## config.mk

```make
export PLATFORM = sky130hd
export DESIGN_NAME = uart_txrx_core
export DESIGN_NICKNAME = d
export VERILOG_FILES = /design/src/rtl/uart_pkg.sv /design/src/rtl/uart_bit_timer.sv /design/src/rtl/uart_txrx_core.sv
export SDC_FILE = /design/constraint.sdc
export NUM_CORES = 1
export LEC_CHECK = 0
export CAP_MARGIN = 20
export CELL_PAD_IN_SITES_DETAIL_PLACEMENT = 1
export CELL_PAD_IN_SITES_GLOBAL_PLACEMENT = 1
export CORE_ASPECT_RATIO = 1.75
export CORE_MARGIN = 1.5
export CORE_UTILIZATION = 47
export DETAILED_ROUTE_END_ITERATION = 16
export MAX_ROUTING_LAYER = met4
export PLACE_DENSITY_LB_ADDON = 0.1
export SETUP_SLACK_MARGIN = 0.2
export SLEW_MARGIN = 20
export SYNTH_ARGS = -nofsm -noshare
export SYNTH_HDL_FRONTEND = slang
export SYNTH_SLANG_ARGS = --single-unit
export TNS_END_PERCENT = 1
```

## constraint.sdc

```tcl
create_clock -name CK_i -period 5.6 [get_ports CK_i]
set_clock_uncertainty 0.05 [all_clocks]
set_input_delay 0.84 -clock CK_i [delete_from_list [all_inputs] [get_ports CK_i]]
set_output_delay 0.84 -clock CK_i [all_outputs]
set_load 0.005 [all_outputs]
```

## src/rtl/uart_pkg.sv

```systemverilog
// Shared UART definitions: bit-period calculation, 8N1 frame length, ASCII codes,
// FSM state types and the received-byte command decoder.
package uart_pkg;

  localparam int LP_FRAME_BITS = 10;

  localparam logic [7:0] ASCII_CR   = 8'h0D;
  localparam logic [7:0] ASCII_LF   = 8'h0A;
  localparam logic [7:0] ASCII_W_UP = 8'h57;
  localparam logic [7:0] ASCII_W_LO = 8'h77;
  localparam logic [7:0] ASCII_R_UP = 8'h52;
  localparam logic [7:0] ASCII_R_LO = 8'h72;
  localparam logic [7:0] ASCII_0    = 8'h30;
  localparam logic [7:0] ASCII_A_UP = 8'h41;
  localparam logic [7:0] ASCII_A_LO = 8'h61;

  typedef enum logic {
    TX_IDLE,
    TX_BUSY
  } tx_state_t;

  typedef enum logic [2:0] {
    RX_IDLE,
    RX_START,
    RX_DATA,
    RX_STOP,
    RX_WAIT_HIGH
  } rx_state_t;

  typedef struct packed {
    logic [3:0] hex;
    logic       crlf;
    logic       w;
    logic       r;
  } rx_flags_t;

  // Bit period in clocks, rounded to nearest.
  function automatic int calc_div(input int f_ck, input int baud);
    return (f_ck + baud / 2) / baud;
  endfunction

  function automatic rx_flags_t decode_byte(input logic [7:0] b);
    rx_flags_t f;
    f = '0;
    if (b >= ASCII_0 && b <= ASCII_0 + 8'd9)
      f.hex = 4'(b - ASCII_0);
    else if (b >= ASCII_A_UP && b <= ASCII_A_UP + 8'd5)
      f.hex = 4'(b - ASCII_A_UP + 8'd10);
    else if (b >= ASCII_A_LO && b <= ASCII_A_LO + 8'd5)
      f.hex = 4'(b - ASCII_A_LO + 8'd10);
    f.crlf = (b == ASCII_CR)   || (b == ASCII_LF);
    f.w    = (b == ASCII_W_UP) || (b == ASCII_W_LO);
    f.r    = (b == ASCII_R_UP) || (b == ASCII_R_LO);
    return f;
  endfunction

endpackage

```

## src/rtl/uart_bit_timer.sv

```systemverilog
// Bit-period counter: restarts with a full or half period, then ticks every C_DIV
// clocks until stopped. o_tick is high in the last clock of each period.
module uart_bit_timer #(
  parameter int C_DIV = 10
) (
  input  logic i_ck,
  input  logic i_rst,
  input  logic i_start,
  input  logic i_half,
  input  logic i_stop,
  output logic o_tick
);

  localparam int              LP_W    = $clog2(C_DIV);
  localparam logic [LP_W-1:0] LP_FULL = LP_W'(C_DIV - 1);
  localparam logic [LP_W-1:0] LP_HALF = LP_W'(C_DIV / 2 - 1);

  logic [LP_W-1:0] r_cnt;
  logic            r_run;

  // NOTE: sequential state is only ever written with non-blocking assignments so
  // every flop samples the pre-edge values of its neighbours.
  always_ff @(posedge i_ck) begin
    if (i_rst) begin
      r_run <= 1'b0;
      r_cnt <= '0;
    end else if (i_start) begin
      r_run <= 1'b1;
      r_cnt <= i_half ? LP_HALF : LP_FULL;
    end else if (i_stop) begin
      r_run <= 1'b0;
    end else if (r_run) begin
      r_cnt <= (r_cnt == '0) ? LP_FULL : r_cnt - LP_W'(1);
    end
  end

  assign o_tick = r_run && (r_cnt == '0);

endmodule

```

## src/rtl/uart_txrx_core.sv

```systemverilog
// Independent 8N1 UART transmitter and receiver sharing one clock.
// Optional feature macro UART_RX_CMD_DECODE_EN enables the received-byte decode flags.
module uart_txrx_core
  import uart_pkg::*;
#(
  parameter int C_F_CK = 135_000_000,
  parameter int C_BAUD = 31_250
) (
  input  logic       CK_i,
  input  logic       RST_i,
  input  logic [7:0] BYTEs_i,
  input  logic       REQ_i,
  output logic       STB_o,
  output logic       TXD_o,
  input  logic       RXD_i,
  output logic [7:0] BYTEs_o,
  output logic       DONE_o,
  output logic [3:0] HEXs_o,
  output logic       CRLF_DET_o,
  output logic       W_DET_o,
  output logic       R_DET_o
);

  localparam int LP_DIV = calc_div(C_F_CK, C_BAUD);

  // ---------------- transmitter ----------------
  tx_state_t  r_tx_state, w_tx_state_nxt;
  logic [8:0] r_tx_shift, w_tx_shift_nxt;
  logic [3:0] r_tx_cnt,   w_tx_cnt_nxt;
  logic       r_txd,      w_txd_nxt;
  logic       r_stb,      w_stb_nxt;
  logic       w_tx_tick, w_tx_tmr_start, w_tx_tmr_stop;

  uart_bit_timer #(.C_DIV(LP_DIV)) u_tx_timer (
    .i_ck   (CK_i),
    .i_rst  (RST_i),
    .i_start(w_tx_tmr_start),
    .i_half (1'b0),
    .i_stop (w_tx_tmr_stop),
    .o_tick (w_tx_tick)
  );

  always_ff @(posedge CK_i) begin
    if (RST_i) begin
      r_tx_state <= TX_IDLE;
      r_tx_shift <= '1;
      r_tx_cnt   <= '0;
      r_txd      <= 1'b1;
      r_stb      <= 1'b1;
    end else begin
      r_tx_state <= w_tx_state_nxt;
      r_tx_shift <= w_tx_shift_nxt;
      r_tx_cnt   <= w_tx_cnt_nxt;
      r_txd      <= w_txd_nxt;
      r_stb      <= w_stb_nxt;
    end
  end

  // NOTE: every signal driven here gets a default first, so no path can infer a latch.
  always_comb begin
    w_tx_state_nxt = r_tx_state;
    w_tx_shift_nxt = r_tx_shift;
    w_tx_cnt_nxt   = r_tx_cnt;
    w_txd_nxt      = r_txd;
    w_stb_nxt      = r_stb;
    w_tx_tmr_start = 1'b0;
    w_tx_tmr_stop  = 1'b0;
    case (r_tx_state)
      TX_IDLE: begin
        if (REQ_i) begin
          // Stop bit rides in the shift register above the data so it falls out last.
          w_tx_shift_nxt = {1'b1, BYTEs_i};
          w_tx_cnt_nxt   = '0;
          w_txd_nxt      = 1'b0;
          w_stb_nxt      = 1'b0;
          w_tx_tmr_start = 1'b1;
          w_tx_state_nxt = TX_BUSY;
        end
      end
      TX_BUSY: begin
        if (w_tx_tick) begin
          if (r_tx_cnt == 4'(LP_FRAME_BITS - 1)) begin
            w_txd_nxt      = 1'b1;
            w_stb_nxt      = 1'b1;
            w_tx_tmr_stop  = 1'b1;
            w_tx_state_nxt = TX_IDLE;
          end else begin
            w_txd_nxt      = r_tx_shift[0];
            w_tx_shift_nxt = {1'b1, r_tx_shift[8:1]};
            w_tx_cnt_nxt   = r_tx_cnt + 4'd1;
          end
        end
      end
      default: w_tx_state_nxt = TX_IDLE;
    endcase
  end

  assign TXD_o = r_txd;
  assign STB_o = r_stb;

  // ---------------- receiver ----------------
  logic       r_rx_meta, r_rx_sync, r_rx_prev;
  rx_state_t  r_rx_state, w_rx_state_nxt;
  logic [7:0] r_rx_shift, w_rx_shift_nxt;
  logic [2:0] r_rx_cnt,   w_rx_cnt_nxt;
  logic [7:0] r_rx_byte;
  logic       r_done;
  logic       w_rx_tick, w_rx_tmr_start, w_rx_tmr_stop, w_rx_load;

  uart_bit_timer #(.C_DIV(LP_DIV)) u_rx_timer (
    .i_ck   (CK_i),
    .i_rst  (RST_i),
    .i_start(w_rx_tmr_start),
    .i_half (1'b1),
    .i_stop (w_rx_tmr_stop),
    .o_tick (w_rx_tick)
  );

  always_ff @(posedge CK_i) begin
    if (RST_i) begin
      r_rx_meta  <= 1'b1;
      r_rx_sync  <= 1'b1;
      r_rx_prev  <= 1'b1;
      r_rx_state <= RX_IDLE;
      r_rx_shift <= '0;
      r_rx_cnt   <= '0;
      r_rx_byte  <= '0;
      r_done     <= 1'b0;
    end else begin
      r_rx_meta  <= RXD_i;
      r_rx_sync  <= r_rx_meta;
      r_rx_prev  <= r_rx_sync;
      r_rx_state <= w_rx_state_nxt;
      r_rx_shift <= w_rx_shift_nxt;
      r_rx_cnt   <= w_rx_cnt_nxt;
      r_done     <= w_rx_load;
      if (w_rx_load) r_rx_byte <= r_rx_shift;
    end
  end

  always_comb begin
    w_rx_state_nxt = r_rx_state;
    w_rx_shift_nxt = r_rx_shift;
    w_rx_cnt_nxt   = r_rx_cnt;
    w_rx_tmr_start = 1'b0;
    w_rx_tmr_stop  = 1'b0;
    w_rx_load      = 1'b0;
    case (r_rx_state)
      RX_IDLE: begin
        if (r_rx_prev && !r_rx_sync) begin
          w_rx_tmr_start = 1'b1;
          w_rx_state_nxt = RX_START;
        end
      end
      RX_START: begin
        if (w_rx_tick) begin
          if (r_rx_sync) begin
            w_rx_tmr_stop  = 1'b1;
            w_rx_state_nxt = RX_IDLE;
          end else begin
            w_rx_cnt_nxt   = '0;
            w_rx_state_nxt = RX_DATA;
          end
        end
      end
      RX_DATA: begin
        if (w_rx_tick) begin
          w_rx_shift_nxt = {r_rx_sync, r_rx_shift[7:1]};
          w_rx_cnt_nxt   = r_rx_cnt + 3'd1;
          if (r_rx_cnt == 3'd7) w_rx_state_nxt = RX_STOP;
        end
      end
      RX_STOP: begin
        if (w_rx_tick) begin
          w_rx_tmr_stop = 1'b1;
          if (r_rx_sync) begin
            w_rx_load      = 1'b1;
            w_rx_state_nxt = RX_IDLE;
          end else begin
            w_rx_state_nxt = RX_WAIT_HIGH;
          end
        end
      end
      RX_WAIT_HIGH: begin
        // A framing error leaves the line low; re-arm only once it is released.
        if (r_rx_sync) w_rx_state_nxt = RX_IDLE;
      end
      default: w_rx_state_nxt = RX_IDLE;
    endcase
  end

  assign BYTEs_o = r_rx_byte;
  assign DONE_o  = r_done;

`ifdef UART_RX_CMD_DECODE_EN
  rx_flags_t r_rx_flags;

  always_ff @(posedge CK_i) begin
    if (RST_i)          r_rx_flags <= '0;
    else if (w_rx_load) r_rx_flags <= decode_byte(r_rx_shift);
  end

  assign HEXs_o     = r_rx_flags.hex;
  assign CRLF_DET_o = r_rx_flags.crlf;
  assign W_DET_o    = r_rx_flags.w;
  assign R_DET_o    = r_rx_flags.r;
`else
  assign HEXs_o     = 4'h0;
  assign CRLF_DET_o = 1'b0;
  assign W_DET_o    = 1'b0;
  assign R_DET_o    = 1'b0;
`endif

endmodule

```

==> impl_metrics.json <==
{
  "whs_ps": 370,
  "swShare_pct": 25.9,
  "synthFlopType": "dfxtp_1",
  "clk_pin_slew_worst_paths_ps": 60,
  "detailed_place_hpwl_um": 5530,
  "diodes": 0,
  "ys_seq_elements": 69,
  "syn_to_final_growth_pct": 15.6,
  "fp.dieH_um": 113,
  "crit_fanout": 7,
  "multi_input_area_mm2": 0.00171,
  "min_path_type": "reg2reg",
  "cts_buffers": 9,
  "fin_crit_sh_pct": 61.2,
  "dp_cells": 461,
  "maxCapViolCount": 0,
  "drcViolationCount": 0,
  "ioPinCount": 30,
  "intPower_uw": 953,
  "power_frac_clock_pct": 44.8,
  "layout_min_cycle_time_ps": 3430,
  "nFillCells": 786,
  "antenna_found_initial": 0,
  "dieArea_mm2": 0.00744,
  "final_cells": 475,
  "comb_power_share_pct": 12.7,
  "p_sw_uw": 332,
  "grt_pass1_vias": 3054,
  "start_util_pct": 49.3,
  "outcome": "completed",
  "seq_area_frac_synth_pct": 42.5,
  "ir_worst_vdd_mv": 0.194,
  "grt_pass1_wl_um": 14000,
  "core-area_mm2": 0.00659,
  "layout_common_cells": "69 x dfxtp_1, 59 x nor2_1, 24 x a21oi_1",
  "p_seq_share_pct": 42.5,
  "tightest_slew_ps": 1040,
  "syn_inst": 377,
  "clk_latency_ps": 330,
  "grt_max_degree": 61,
  "clock_path_buffers": 2,
  "routedWlPerCell_um": 17.3,
  "p_leak_nw": 1.40,
  "final_antenna_net_count": 0,
  "ys_types": 51,
  "timing.fmax_mhz": 292,
  "fin_nets": 410,
  "syn-cell-area_mm2": 0.00325,
  "hold_buffers": 0,
  "dr.pass1.iters": 4,
  "rsz0062_at_grt": "no",
  "setup_viol": 0,
  "final.setup.tns_ps": 0,
  "critPathLaunchType": "register",
  "drive_gt1_share_pct": 5.60,
  "slew_headroom_pct": 30.9,
  "final_common_cell": "dfxtp_1",
  "numPortBuffers": 22,
  "rows": 39,
  "regArea_mm2": 0.00138,
  "finalHoldViolCount": 0,
  "worst_setup_path_end_kind": "register",
  "syn_avg_cell_area_um2": 8.62,
  "grtUsageTotal_pct": 24.7,
  "report.final.slew_viol_count": 0,
  "clock_sinks": 69,
  "vias": 2803,
  "cts_root_buf": "clkbuf_16",
  "cp_data_required_time_ps": 5720,
  "vias_per_cell": 5.90,
  "wirelength_um": 8210,
  "drtIter0Drc": 153,
  "power.density_mw_per_mm2": 342,
  "cts_setup_buffers": 0,
  "h-tree-depth": 3,
  "yosysWarnings": 0,
  "cts_resized": 0,
  "overflow": 0,
  "die_x_um": 65.8,
  "synth_edf_count": 0,
  "crit_arrival_ps": 3550,
  "synthArstFlopShare_pct": 0,
  "tritoncts": "built",
  "crit_type": "reg2reg",
  "gp_congestion": 0.794
}
## routing by layer
metal,global-route usage [%],part of all wire (%),wire length (um),vias to the layer above
li1,-,-,-,1370
met1,25.7,40,3270,1367
met2,43.0,55,4480,38
met3,4.77,2.6,210,28
met4,12.8,3.0,248,0
met5,-,0,0,-
## Yosys cell counts (2+ instances only)
cell | number | share of area (%)
or2_2 | 3 | 0.58
nor2_1 | 59 | 6.8
buf_4 | 8 | 1.8
a31oi_1 | 6 | 1.2
inv_1 | 9 | 1.0
a2111oi_0 | 9 | 2.4
and3_1 | 2 | 0.39
o41ai_1 | 2 | 0.54
xor2_1 | 5 | 1.3
xnor2_1 | 5 | 1.3
or3_1 | 4 | 0.77
nand3_1 | 11 | 1.7
mux2i_1 | 18 | 5.5
nor2b_1 | 9 | 1.7
nor4_1 | 7 | 1.3
clkbuf_1 | 15 | 1.7
dfxtp_1 | 69 | 43
o211a_1 | 2 | 0.62
nand4_1 | 4 | 0.77
and2_1 | 2 | 0.39
o31ai_1 | 2 | 0.46
or4_1 | 5 | 1.2
nand2_1 | 22 | 2.5
ha_1 | 8 | 3.1
nand4b_1 | 2 | 0.54
nor3_1 | 13 | 2.0
o211ai_1 | 3 | 0.69
nand2b_1 | 8 | 1.5
nor4b_1 | 2 | 0.54
a311oi_1 | 4 | 1.1
a22oi_1 | 3 | 0.69
o21ai_0 | 11 | 1.7
a21oi_1 | 24 | 3.7
a211oi_1 | 2 | 0.46
buf_2 | 3 | 0.46
## final timing paths
| check | slack, ps | cells past startpoint | from | to |
|---|---|---|---|---|
| setup / recovery | 2170 | 8 | u_rx_timer.r_cnt[0] | r_rx_shift[2] |
| hold / removal | 370 | 1 | r_rx_meta | r_rx_sync |
| setup reg to reg | 2170 | 8 | u_rx_timer.r_cnt[0] | r_rx_shift[2] |
| hold reg to reg | 370 | 1 | r_rx_meta | r_rx_sync |
## critical path, cell delays in order, from the launching register on
cell and delay, ps:
dfxtp_1 320, inv_1 100, ha_1 160, nor4b_1 790, nand4b_1 400, nor3_1 880, buf_4 300, mux2i_1 210
nor2_1 60
## kinds of logic after synthesis
kind of cell	synth area share, %
flip-flops	42.5
AND/OR/NAND/NOR	24.9
other	0.115
adder cells (fa/ha/maj)	3.08
buffers and inverters	5.43
AO/OA/AOI/OAI	15.7
XOR/XNOR	2.70
multiplexers	5.55
## state kept, by name, indices dropped and copies added (netlist names), 3 cells and up
register          count
r_rx_cnt              3
r_tx_shift            8
u_rx_timer.r_cnt     13
r_rx_state            3
r_tx_cnt              4
r_rx_shift            8
u_tx_timer.r_cnt     13
BYTEs_o               8
## power groups by stage
stage	clock, mW	sequential [mW]	combinational (mW)
detailed placement	0	0.556	0.158
global route	0.607	0.551	0.183
floorplan	0	0.542	0.130
finish	0.576	0.547	0.163
CTS	0.584	0.546	0.163
global placement	0	0.555	0.154
## cell type report
| cell class | instances | share of cell area, % |
|---|---|---|
| repair buffers | 23 | 5.93 |
| flip-flops and latches | 69 | 36.8 |
| multi-input cells | 278 | 45.6 |
| clock buffers | 13 | 7.20 |
| clock inverters | 1 | 0.800 |
| inverters | 9 | 0.900 |
| well taps | 82 | 2.73 |
## through the flow
stage / worst slack [ps] / util (%) / instance area (um^2) / total power [mW]
after floorplan: 3360 / - / 3270 / 0.673
after global placement: 2600 / 52.4 / 3450 / 0.708
after detailed placement: 2400 / 52.4 / 3450 / 0.714
after CTS: 2130 / 57.0 / 3750 / 1.29
after global routing: 1780 / 57.0 / 3750 / 1.34
final: 2170 / 57.0 / 3750 / 1.29
Note: power is estimated with default switching activity, not from simulation.
